<file path="config.mk">
export PLATFORM = sky130hd
export DESIGN_NAME = clk_div_ctrl_flat
export DESIGN_NICKNAME = d
export VERILOG_FILES = /design/src/rtl/clk_div_ctrl_if.sv /design/src/rtl/clk_div_ctrl.sv /design/src/flat_wrapper.sv
export SDC_FILE = /design/constraint.sdc
export NUM_CORES = 1
export LEC_CHECK = 0
export ABC_AREA = 1
export CAP_MARGIN = 40
export CORE_MARGIN = 2
export CORE_UTILIZATION = 54
export DETAILED_ROUTE_END_ITERATION = 8
export HOLD_SLACK_MARGIN = 0.03
export PLACE_DENSITY = 0.77
export RECOVER_POWER = 50
export SLEW_MARGIN = 20
export SYNTH_ARGS = -nofsm -noshare
export SYNTH_HDL_FRONTEND = slang
export SYNTH_SLANG_ARGS = --single-unit
export TNS_END_PERCENT = 5
</file>
<file path="constraint.sdc">
create_clock -name in_clk -period 1.9 [get_ports in_clk]
set_input_delay 0.285 -clock in_clk [delete_from_list [all_inputs] [get_ports in_clk]]
set_output_delay 0.285 -clock in_clk [all_outputs]
set_load 0.02 [all_outputs]
</file>
<file path="src/rtl/clk_div_ctrl_if.sv">
// Ratio request channel for the run-time clock divider controller.
// The requester drives valid/ratio; the controller answers ready/ack/err.
interface clk_div_ctrl_if #(
    parameter int W = 4
);
    logic         cfg_valid;
    logic [W-1:0] cfg_ratio;
    logic         cfg_ready;
    logic         cfg_ack;
    logic         cfg_err;

    modport master (
        output cfg_valid,
        output cfg_ratio,
        input  cfg_ready,
        input  cfg_ack,
        input  cfg_err
    );

    modport slave (
        input  cfg_valid,
        input  cfg_ratio,
        output cfg_ready,
        output cfg_ack,
        output cfg_err
    );
endinterface

</file>
<file path="src/rtl/clk_div_ctrl.sv">
// Run-time integer clock divider controller.
// Ratio updates land only on output-period boundaries, so out_clk never glitches.
module clk_div_ctrl #(
    parameter int W           = 4,
    parameter int RESET_RATIO = 5
) (
    input  logic           in_clk,
    input  logic           reset,
    input  logic           enable,
    clk_div_ctrl_if.slave  cfg,
    output logic           out_clk,
    output logic           period_tick,
    output logic           busy
);

    typedef enum logic [1:0] {
        IDLE = 2'd0,
        RUN  = 2'd1,
        PEND = 2'd2
    } state_t;

    state_t       state;
    state_t       state_nx;

    logic [W-1:0] ratio;
    logic [W-1:0] ratio_nx;
    logic [W-1:0] pend_ratio;
    logic [W-1:0] pend_nx;
    logic [W-1:0] cnt;
    logic [W-1:0] cnt_nx;
    logic [W:0]   half;

    logic         xfer;
    logic         legal;
    logic         wrap;
    logic         load_q;
    logic         load_nx;
    logic         ack_q;
    logic         ack_nx;
    logic         err_q;
    logic         err_nx;
    logic         tick_nx;
    logic         clk_nx;

    assign cfg.cfg_ready = (state != PEND);
    assign cfg.cfg_ack   = ack_q;
    assign cfg.cfg_err   = err_q;
    assign busy          = (state != IDLE);

    assign xfer  = cfg.cfg_valid && cfg.cfg_ready;
    assign legal = (cfg.cfg_ratio >= W'(2));
    assign wrap  = (state != IDLE) && (cnt == ratio - W'(1));
    assign half  = ({1'b0, ratio} + {{W{1'b0}}, 1'b1}) >> 1;

    always_ff @(posedge in_clk or negedge reset) begin
        if (!reset) begin
            state       <= IDLE;
            ratio       <= W'(RESET_RATIO);
            pend_ratio  <= '0;
            cnt         <= '0;
            load_q      <= 1'b0;
            ack_q       <= 1'b0;
            err_q       <= 1'b0;
            period_tick <= 1'b0;
            out_clk     <= 1'b0;
        end else begin
            state       <= state_nx;
            ratio       <= ratio_nx;
            pend_ratio  <= pend_nx;
            cnt         <= cnt_nx;
            load_q      <= load_nx;
            ack_q       <= ack_nx;
            err_q       <= err_nx;
            period_tick <= tick_nx;
            out_clk     <= clk_nx;
        end
    end

    always_comb begin
        state_nx = state;
        unique case (state)
            IDLE: begin
                if (enable)
                    state_nx = RUN;
            end
            RUN: begin
                if (wrap && !enable)
                    state_nx = IDLE;
                else if (xfer && legal)
                    state_nx = PEND;
            end
            PEND: begin
                if (wrap)
                    state_nx = enable ? RUN : IDLE;
            end
            default: state_nx = IDLE;
        endcase
    end

    // out_clk trails cnt by one cycle, so a boundary reload is acked
    // one cycle late to line up with the first high cycle of the new period.
    always_comb begin
        ratio_nx = ratio;
        pend_nx  = pend_ratio;
        cnt_nx   = '0;
        load_nx  = 1'b0;
        ack_nx   = load_q;
        err_nx   = xfer && !legal;
        tick_nx  = wrap;
        clk_nx   = (state != IDLE) && ({1'b0, cnt} < half);
        if ((state != IDLE) && !wrap)
            cnt_nx = cnt + W'(1);
        unique case (state)
            IDLE: begin
                if (xfer && legal) begin
                    ratio_nx = cfg.cfg_ratio;
                    ack_nx   = 1'b1;
                end
            end
            RUN: begin
                if (xfer && legal) begin
                    if (wrap && !enable) begin
                        ratio_nx = cfg.cfg_ratio;
                        ack_nx   = 1'b1;
                    end else begin
                        pend_nx = cfg.cfg_ratio;
                    end
                end
            end
            PEND: begin
                if (wrap) begin
                    ratio_nx = pend_ratio;
                    if (enable)
                        load_nx = 1'b1;
                    else
                        ack_nx = 1'b1;
                end
            end
            default: begin
                ratio_nx = ratio;
            end
        endcase
    end

endmodule

</file>
<file path="src/flat_wrapper.sv">
// flat-port wrapper written by rule: the top's interface ports become plain ports
module clk_div_ctrl_flat 
#(
    parameter int W           = 4,
    parameter int RESET_RATIO = 5
)
  (in_clk, reset, enable, out_clk, period_tick, busy, cfg_cfg_valid, cfg_cfg_ratio, cfg_cfg_ready, cfg_cfg_ack, cfg_cfg_err);
  clk_div_ctrl_if #(.W(W)) cfg_i ();
  input  logic in_clk;
  input  logic reset;
  input  logic enable;
  output logic out_clk;
  output logic period_tick;
  output logic busy;
  input wire logic [$bits(cfg_i.cfg_valid)-1:0] cfg_cfg_valid;
  input wire logic [$bits(cfg_i.cfg_ratio)-1:0] cfg_cfg_ratio;
  output wire logic [$bits(cfg_i.cfg_ready)-1:0] cfg_cfg_ready;
  output wire logic [$bits(cfg_i.cfg_ack)-1:0] cfg_cfg_ack;
  output wire logic [$bits(cfg_i.cfg_err)-1:0] cfg_cfg_err;
  assign cfg_i.cfg_valid = cfg_cfg_valid;
  assign cfg_i.cfg_ratio = cfg_cfg_ratio;
  assign cfg_cfg_ready = cfg_i.cfg_ready;
  assign cfg_cfg_ack = cfg_i.cfg_ack;
  assign cfg_cfg_err = cfg_i.cfg_err;
  clk_div_ctrl #(.W(W), .RESET_RATIO(RESET_RATIO)) u_core (.in_clk(in_clk), .reset(reset), .enable(enable), .cfg(cfg_i), .out_clk(out_clk), .period_tick(period_tick), .busy(busy));
endmodule
</file>
==> impl_metrics.toml <==
[power]
p_switching_w = 0.00105
power_density_mw_per_mm2 = 1550
p_sw_frac = 0.474
seqPwrFrac = 0.328
p_int_w = 0.00116
pwr-share-clk = 0.097
ir_drop_mv = 0.840
leakage_nw = 0.721
comb_power_share = 0.575

[global_routing]
antenna_found_initial = 0
grt_max_degree = 20
grt_pass1_wl_mm = 3.99
gr-usage-all-layers = 0.207
grt_overflow_total = 0
grt_pass1_vias = 987

[placed_design]
io_buffers = 13
globalplace.congestion = 0.806
dp_hpwl_mm = 1.78

[drt]
vias = 996
drt-initial-drc-count = 20
ant_nets = 0
viasPerCell = 5.13
wl_per_cell_microns = 12.4
drc_errors = 0
firstDrtPassIters = 5
totalWireLength_mm = 2.40

[floorplanning]
fp.dieH_microns = 50.8
coreArea_sq_mm = 0.00202
start_util = 0.586
boundaryPins = 14
dieArea_sq_mm = 0.00258
die_w_microns = 50.8
rows = 16

[sta]
hold_viol_final = 0
rsz0062_at_grt = "yes"
post-route-period-util = 0.953
min_period_ns = 1.81
slew_viol_final = 0
finalSetupTns_ns = 0
hold_slack_ns = 0.468
clock_skew_ns = 0.00593
worst_slew_pin_slew_ns = 0.974
setup_violations = 0
relSlewSlack = 0.351
max_freq_mhz = 552

[setup_path]
arrival_ns = 1.53
regToRegSetupSlack_ns = 0.10
crit_path_start_kind = "register"
reg2reg_from = "u_core.ratio[0]$_DFFE_PN1P_"
r2r-end = "u_core.ratio[3]$_DFFE_PN0P_"
r2r_cells = 11
path_class = "reg -> out"
required_ns = 1.62
end_kind = "output port"
worst-path-max-fanout = 3

[clocking]
ctsHoldBuffers = 0
clock-sinks = 19
post-cts-setup-buffers = 0
clock_path_buffers = 2
cts_buffers = 3
clk_latency_ns = 0.31
htree_levels = 1
cts-root-buf = "clkbuf_4"
path_clk_slew_ns = 0.11
cts_resized = 0
cts_tree = "yes"

[synthesis]
postSynth.asyncResetShare = 1.00
synth_cell_types = 23
syn_area_sq_mm = 0.00118
synth-edff-count = 0
syn-num-nets = 160
syn_avg_cell_area_sq_um = 8.12
yosysSeqAreaShare = 0.403
synth_cells = 146
yosysWarnings = 0
synth-seq-cells = 19
synthFlopType = "dfrtp_1"

[flow_run]
drv_cap = 0

[layout]
nNetsFinal = 182
n_antenna_cell = 0
layout-drive-gt1-share = 0.204
fin_util = 0.707
area_delta_synth_final_pct = 20.7

[min_path]
hold_end = "u_core.cfg.cfg_ack$_DFF_PN0_"
hp-class = "reg -> reg"
hold_depth = 2
min_from = "u_core.load_q$_DFF_PN0_"

[outcome]
status = "completed"
power groups by stage:
stage                     Sequential (W)  Clock, W  Combinational [W]
after global routing            0.000741  0.000234            0.00145
after detailed placement        0.000723         0            0.00120
after global placement          0.000714         0            0.00115
after floorplan                 0.000712         0           0.000889
after CTS                       0.000716  0.000222            0.00121
final                           0.000726  0.000214            0.00127
cells in the final DEF (no fill, tap or decap), types with 2 or more instances in the layout:
cell type         n
inv_2             3
xnor2_1           2
nand2_4           2
nand3_4           2
nor2_4            2
xor2_1            2
nand2_1          35
clkdlybuf4s50_1  11
dfrtp_1          17
nand3_2           4
ha_1              5
o21ai_1           6
nand3_1          11
inv_1            23
nor2_1            9
buf_4             3
dfstp_2           2
o21ai_0           5
clkbuf_4          3
nand2_2           8
worst max-delay path by stage:
stage / start / end / slack [ns]
6_report: u_core.state[0]$_DFFE_PN0P_ / busy / 0.09
5_1_grt: u_core.ratio[0]$_DFFE_PN1P_ / u_core.ratio[3]$_DFFE_PN0P_ / -0.04
4_1_cts: u_core.ratio[0]$_DFFE_PN1P_ / u_core.ratio[3]$_DFFE_PN0P_ / 0.009
3_5_place_dp: u_core.ratio[0]$_DFFE_PN1P_ / u_core.ratio[3]$_DFFE_PN0P_ / 0.01
3_3_place_gp: u_core.ratio[0]$_DFFE_PN1P_ / u_core.ratio[3]$_DFFE_PN0P_ / 0.10
2_1_floorplan: u_core.ratio[0]$_DFFE_PN1P_ / u_core.ratio[3]$_DFFE_PN0P_ / 0.15
Yosys cell counts (3+ instances only):
library cell,n,share of area
nor2_1,10,0.032
nand3_2,3,0.025
inv_1,23,0.073
o21ai_1,5,0.021
nand3_1,12,0.051
o21ai_0,6,0.025
dfrtp_1,17,0.36
ha_1,6,0.063
nand2_1,37,0.12
inv_2,3,0.0095
nand2_2,6,0.032
metrics by stage:
stage | power, W | std cells | worst slack [ns] | instance area (sq um)
3_3_place_gp | 0.00187 | 189 | 0.100 | 1370
3_5_place_dp | 0.00192 | 189 | 0.0135 | 1370
5_1_grt | 0.00242 | 194 | -0.0441 | 1430
2_1_floorplan | 0.00160 | 146 | 0.149 | 1180
4_1_cts | 0.00215 | 193 | 0.00861 | 1400
6_report | 0.00221 | 194 | 0.0893 | 1430
area by class of cell:
class / instances / area, sq um
Clock inverter: 1 / 5.00
Multi-Input combinational cell: 101 / 634
Inverter: 26 / 97.6
Clock buffer: 3 / 22.5
Sequential cell: 19 / 478
Tap cell: 27 / 33.8
Fill cell: 156 / 592
Timing Repair Buffer: 17 / 159
layer usage:
layer,up-vias,wire length (microns),GRT usage
met5,-,0,0
met1,471,1070,0.232
met2,17,1200,0.373
met3,5,75,0.0351
li1,503,-,-
met4,0,47,0.113
sequential cells by signal (all words and copies together) (netlist names):
| register | count |
|---|---|
| u_core.pend_ratio | 4 |
| u_core.period_tick | 1 |
| u_core.state | 2 |
| u_core.out_clk | 1 |
| u_core.ratio | 4 |
| u_core.cfg.cfg_ack | 1 |
| u_core.cfg.cfg_err | 1 |
| u_core.load_q | 1 |
| u_core.cnt | 4 |
critical path, cell delays in order, from the launching register on:
cell and delay (ns):
dfrtp_1 0.45, nor2_2 0.15, inv_1 0.08, clkdlybuf4s50_1 0.53
cells by family after synthesis:
logic type,synth area share
adders and majority gates,0.0634
xor gates and xnor gates,0.0296
and+or+nand+nor,0.346
DFF,0.403
buffers and inverters,0.0919
AOI/OAI and AO/OA,0.0655
Note: power is estimated with default switching activity, not from simulation.
